File: src/rtl/seq_cpu_pkg.sv
//------------------------------------------------------------------------------
// seq_cpu_pkg
//   Shared constants for the multi-cycle CPU: opcode width, opcode values
//   and the FSM state encoding.
//   Revision: 1.0  initial release
//------------------------------------------------------------------------------
`default_nettype none

package seq_cpu_pkg;

  localparam int OPC_W = 3;

  localparam logic [OPC_W-1:0] OP_LDI = 3'b000;
  localparam logic [OPC_W-1:0] OP_ADD = 3'b001;
  localparam logic [OPC_W-1:0] OP_SUB = 3'b010;
  localparam logic [OPC_W-1:0] OP_AND = 3'b011;
  localparam logic [OPC_W-1:0] OP_OR  = 3'b100;
  localparam logic [OPC_W-1:0] OP_NOT = 3'b101;
  localparam logic [OPC_W-1:0] OP_INC = 3'b110;
  localparam logic [OPC_W-1:0] OP_DEC = 3'b111;

  typedef enum logic [1:0] {
    IDLE = 2'd0,
    READ = 2'd1,
    EXEC = 2'd2,
    DONE = 2'd3
  } state_t;

endpackage

`default_nettype wire

File: src/rtl/seq_cpu_alu.sv
//------------------------------------------------------------------------------
// seq_cpu_alu
//   Combinational ALU for seq_cpu.
//   Ports: opcode (3b), a/b (register operands), field (immediate),
//          y (result), carry (carry-out or borrow), zero (y == 0).
//   Build option: SEQ_CPU_SAT_EN makes ADD/INC saturate at all-ones and
//   SUB/DEC clamp at zero; carry still reports the raw overflow/borrow.
//   Revision: 1.0  initial release
//------------------------------------------------------------------------------
`default_nettype none

module seq_cpu_alu
  import seq_cpu_pkg::*;
#(
  parameter int WIDTH = 8
) (
  input  logic [OPC_W-1:0] opcode,
  input  logic [WIDTH-1:0] a,
  input  logic [WIDTH-1:0] b,
  input  logic [WIDTH-1:0] field,
  output logic [WIDTH-1:0] y,
  output logic             carry,
  output logic             zero
);

  localparam logic [WIDTH-1:0] ONE = WIDTH'(1);

  logic [WIDTH-1:0] rhs;
  logic [WIDTH:0]   add_res;
  logic [WIDTH:0]   sub_res;

  // INC/DEC share the adder/subtractor with a constant 1 on the right side.
  assign rhs     = (opcode == OP_INC || opcode == OP_DEC) ? ONE : b;
  assign add_res = {1'b0, a} + {1'b0, rhs};
  // The extra MSB of a zero-extended subtraction is the borrow (a < rhs).
  assign sub_res = {1'b0, a} - {1'b0, rhs};

  always_comb begin
    y     = '0;
    carry = 1'b0;
    case (opcode)
      OP_LDI: y = field;
      OP_ADD, OP_INC: begin
        carry = add_res[WIDTH];
        y     = add_res[WIDTH-1:0];
`ifdef SEQ_CPU_SAT_EN
        if (add_res[WIDTH]) y = '1;
`endif
      end
      OP_SUB, OP_DEC: begin
        carry = sub_res[WIDTH];
        y     = sub_res[WIDTH-1:0];
`ifdef SEQ_CPU_SAT_EN
        if (sub_res[WIDTH]) y = '0;
`endif
      end
      OP_AND: y = a & b;
      OP_OR:  y = a | b;
      OP_NOT: y = ~a;
      default: y = '0;
    endcase
  end

  assign zero = (y == '0);

endmodule

`default_nettype wire

File: src/rtl/seq_cpu.sv
//------------------------------------------------------------------------------
// seq_cpu
//   Multi-cycle CPU with an internal register file and valid/ready handshakes.
//   Instruction = {opcode[2:0], rd, rs1, field[WIDTH-1:0]}; rs2 = field[RA-1:0].
//   Ports: clk, rst (async, active high),
//          in_valid/in_ready/instruction  - instruction input handshake,
//          out_valid/out_ready/result/carry/zero - result output handshake.
//   Build option: SEQ_CPU_SAT_EN (saturating arithmetic, see seq_cpu_alu).
//   Revision: 1.0  initial release
//------------------------------------------------------------------------------
`default_nettype none

module seq_cpu
  import seq_cpu_pkg::*;
#(
  parameter int WIDTH = 8,
  parameter int NREGS = 4
) (
  input  logic                                      clk,
  input  logic                                      rst,
  input  logic                                      in_valid,
  output logic                                      in_ready,
  input  logic [OPC_W+2*$clog2(NREGS)+WIDTH-1:0]    instruction,
  output logic                                      out_valid,
  input  logic                                      out_ready,
  output logic [WIDTH-1:0]                          result,
  output logic                                      carry,
  output logic                                      zero
);

  localparam int RA      = $clog2(NREGS);
  localparam int INSTR_W = OPC_W + 2*RA + WIDTH;

  state_t state;
  state_t next_state;

  logic [INSTR_W-1:0] instr_q;
  logic [WIDTH-1:0]   regs [NREGS];
  logic [WIDTH-1:0]   op_a;
  logic [WIDTH-1:0]   op_b;
  logic               rdy;

  logic [OPC_W-1:0]   opcode;
  logic [RA-1:0]      rd;
  logic [RA-1:0]      rs1;
  logic [RA-1:0]      rs2;
  logic [WIDTH-1:0]   field;

  logic [WIDTH-1:0]   alu_y;
  logic               alu_carry;
  logic               alu_zero;

  logic               accept;

  assign opcode = instr_q[INSTR_W-1 -: OPC_W];
  assign rd     = instr_q[2*RA+WIDTH-1 -: RA];
  assign rs1    = instr_q[RA+WIDTH-1 -: RA];
  assign field  = instr_q[WIDTH-1:0];
  assign rs2    = field[RA-1:0];

  assign in_ready = rdy;
  assign accept   = in_valid && rdy;

  // State register
  always_ff @(posedge clk or posedge rst) begin
    if (rst) state <= IDLE;
    else     state <= next_state;
  end

  // Next-state and handshake outputs
  always_comb begin
    next_state = state;
    out_valid  = 1'b0;
    case (state)
      IDLE: if (accept) next_state = READ;
      READ: next_state = EXEC;
      EXEC: next_state = DONE;
      DONE: begin
        out_valid = 1'b1;
        if (out_ready) next_state = IDLE;
      end
      default: next_state = IDLE;
    endcase
  end

  // in_ready is registered so it stays low until the first edge after reset
  // release; afterwards it tracks "state is IDLE".
  always_ff @(posedge clk or posedge rst) begin
    if (rst) rdy <= 1'b0;
    else     rdy <= (next_state == IDLE);
  end

  // Datapath: instruction latch, operand latch, register file, result regs.
  always_ff @(posedge clk or posedge rst) begin
    if (rst) begin
      instr_q <= '0;
      op_a    <= '0;
      op_b    <= '0;
      result  <= '0;
      carry   <= 1'b0;
      zero    <= 1'b0;
      for (int i = 0; i < NREGS; i++) regs[i] <= '0;
    end else begin
      if (state == IDLE && accept) instr_q <= instruction;
      // Operands are captured before the write in EXEC, so rd==rs is safe.
      if (state == READ) begin
        op_a <= regs[rs1];
        op_b <= regs[rs2];
      end
      if (state == EXEC) begin
        regs[rd] <= alu_y;
        result   <= alu_y;
        carry    <= alu_carry;
        zero     <= alu_zero;
      end
    end
  end

  seq_cpu_alu #(
    .WIDTH (WIDTH)
  ) u_alu (
    .opcode (opcode),
    .a      (op_a),
    .b      (op_b),
    .field  (field),
    .y      (alu_y),
    .carry  (alu_carry),
    .zero   (alu_zero)
  );

endmodule

`default_nettype wire

File: config.mk
export PLATFORM = sky130hd
export DESIGN_NAME = seq_cpu
export DESIGN_NICKNAME = d
export VERILOG_FILES = /design/src/rtl/seq_cpu_pkg.sv /design/src/rtl/seq_cpu_alu.sv /design/src/rtl/seq_cpu.sv
export SDC_FILE = /design/constraint.sdc
export NUM_CORES = 1
export LEC_CHECK = 0
export CAP_MARGIN = 5
export CORE_MARGIN = 2
export CORE_UTILIZATION = 30
export CTS_CLUSTER_DIAMETER = 60
export CTS_CLUSTER_SIZE = 30
export DETAILED_ROUTE_END_ITERATION = 8
export DONT_BUFFER_PORTS = 1
export GPL_ROUTABILITY_DRIVEN = 0
export GPL_TIMING_DRIVEN = 1
export SETUP_SLACK_MARGIN = 0.3
export SLEW_MARGIN = 20
export SYNTH_ARGS = -nofsm -noshare
export SYNTH_HDL_FRONTEND = slang
export SYNTH_HIERARCHICAL = 1
export SYNTH_SLANG_ARGS = --single-unit
File: constraint.sdc
create_clock -name clk -period 7.3 [get_ports clk]
set_clock_uncertainty 0.15 [all_clocks]
set_input_delay 2.19 -clock clk [delete_from_list [all_inputs] [get_ports clk]]
set_output_delay 2.19 -clock clk [all_outputs]
set_load 0.1 [all_outputs]
==> flow_summary.yaml <==
yosys:
  ys_ff_latch: 76
  synth-edff-count: 0
  async_reset_ff_share_pct: 100
  synth_top_area_cell: "dfrtp_1"
  synth_cell_type_count: 50
  netlist.area_leader.share_pct: 42.4
  postSynthCellCount: 367
  netlist_area_um2: 4490
  yosysWarnings: 6
  synthTopCellsByArea: "dfrtp_1 42%, mux2_2 19%, mux4_2 8.0%"
  synth_nets: 405
  synth_flop_cell: "dfrtp_1"
  ys_seq_area_share_pct: 42.4
  syn_area_per_cell_um2: 12.2
finish:
  post_route_cells_drive_above_1_share_pct: 34.6
  final-seq-area_um2: 1900
  multi_input_area_um2: 2420
  syn_to_final_growth_pct: 10.8
  diodes: 0
  fillers: 1427
  layout_common_cells: "76 x dfrtp_1, 74 x mux2_2, 21 x nand2_1"
  nets: 400
  final_common_cell: "dfrtp_1"
drt:
  wirelength_um: 9920
  via_per_inst: 5.38
  num_vias: 2964
  wl_per_cell_um: 18.0
  drt_iter0_drc: 146
  drc: 0
  final_antenna_net_count: 0
  drtPass1Iterations: 5
setup_path:
  startpoint: "state[0]"
  cpMaxStageDelayCell: "and2_1"
  crit_arrival_ns: 1.74
  startpoint_type: "flip-flop"
  cp_max_fo: 11
  crit_path_max_incr_delay_ns: 0.83
  endpoint_kind: "output pin"
  cp.required_ns: 4.96
  worst-r2r-setup-slack_ns: 3.47
  cpLargestDelayFamily: "simple AND/OR/NAND/NOR gates"
  path_cells: "and2_1"
  worst_r2r_startpoint: "instr_q[14]"
  crit_type: "flip-flop to output pin"
  cp_num_buf_inv: 0
timing:
  maxSlewHeadroom_pct: 31.7
  setup_tns_ns: 0
  finalCriticalPeriod_ns: 4.08
  slew_viol_final: 0
  rsz0062_at_grt: "no"
  tightest_slew_ns: 1.02
  max_freq_ghz: 0.245
  finalHoldViolations: 0
  setup_viol: 0
  fin_crit_sh_pct: 55.9
floorplan:
  initial_core_util_pct: 30.8
  fp.dieW_um: 126
  die_area_um2: 16000
  num_rows: 44
  coreArea_um2: 14600
  chipHeight_um: 126
  io_pins: 31
grt:
  grt_pass1_vias: 3003
  grt_pass1_wl_um: 16200
  antenna_found_initial: 0
  grt_max_degree: 72
  grt_usage_pct: 12.8
  grt.overflow.total: 0
clock_tree:
  clkSlewWorstSetupHoldPaths_ns: 0.06
  worstSkewPairLatency_ns: 0.34
  post-cts-setup-buffers: 0
  cts.sinks: 76
  cts_resized: 0
  root_buffer: "clkbuf_16"
  cts_tree: "yes"
  h-tree-depth: 3
  cts-buffers-inserted: 9
  hold_buffers: 0
  cts_buffer_depth: 2
place:
  dp_hpwl_um: 7200
  port_buffers: 0
worst_hold_path:
  hp-class: "flip-flop to flip-flop"
  hp-start: "instr_q[4]"
flow_run:
  drv_cap: 0
outcome:
  status: "completed"
## registers in the layout (all words and copies together) (netlist names)
name	cells
carry	1
regs	32
state	2
result	8
in_ready	1
op_a	8
op_b	8
zero	1
instr_q	15
## synthesized netlist by cell type (all sizes together) (2+ instances only)
library cell / count
o21ai: 4
nor2: 20
ha: 17
clkbuf: 4
mux2i: 2
dfrtp: 76
fa: 2
xor2: 2
a21o: 6
and3: 2
nor3: 3
a21oi: 22
o31ai: 2
and2: 3
nand2b: 7
or2: 3
xnor2: 5
o311ai: 2
mux4: 16
nor4bb: 3
nand3: 4
nor2b: 3
mux2: 74
nand2: 21
a221o: 3
inv: 16
buf: 16
o22ai: 10
a221oi: 7
o221ai: 2
## metrics by stage
step	hold WS, ns	utilization [%]	cell area [um^2]	setup WS [ns]	cells
after floorplan	0.323	-	4490	3.02	367
after global placement	0.349	31.8	4640	3.59	535
after detailed placement	0.353	31.8	4640	3.55	535
after CTS	0.366	34.1	4970	3.20	551
after global routing	0.387	34.1	4970	3.14	551
final	0.364	34.1	4970	3.22	551
## routing by layer
metal	global-route usage [%]	vias up	part of all wire, %
met5	0	-	0
met4	6.14	0	1.7
met3	1.60	13	4.6
met2	21.2	93	50
met1	16.7	1521	44
li1	-	1337	-
## layout make-up
class / instances / share of cell area, %
flip-flops and latches: 76 / 38.3
clock inverters: 6 / 1.76
repair buffers: 4 / 0.604
multi-input cells: 255 / 48.7
inverters: 16 / 1.21
well taps: 184 / 4.63
clock buffers: 10 / 4.81
## kinds of logic (layout without fill, tap and decap cells)
| group | count (synthesis) | in the layout | share of synthesized area [%] |
|---|---|---|---|
| xor gates and xnor gates | 7 | 7 | 1.37 |
| DFF | 76 | 76 | 42.4 |
| muxes | 92 | 92 | 27.0 |
| AOI/OAI and AO/OA | 65 | 65 | 11.2 |
| adders and majority gates | 19 | 19 | 5.63 |
| and+or+nand+nor | 72 | 72 | 8.39 |
| buffers and inverters | 36 | 36 | 3.99 |
## final timing paths
path / cells past startpoint / end
worst min-delay path: 1 / instr_q[4]
min in group asynchronous: 1 / instr_q[11]
worst max-delay path: 1 / out_valid
worst max register to register: 12 / zero
max in group asynchronous: 2 / regs[5]
worst min register to register: 1 / instr_q[4]
Power is not shown: default switching activity piles up to over one toggle a cycle in this logic, so the estimate is an artifact.
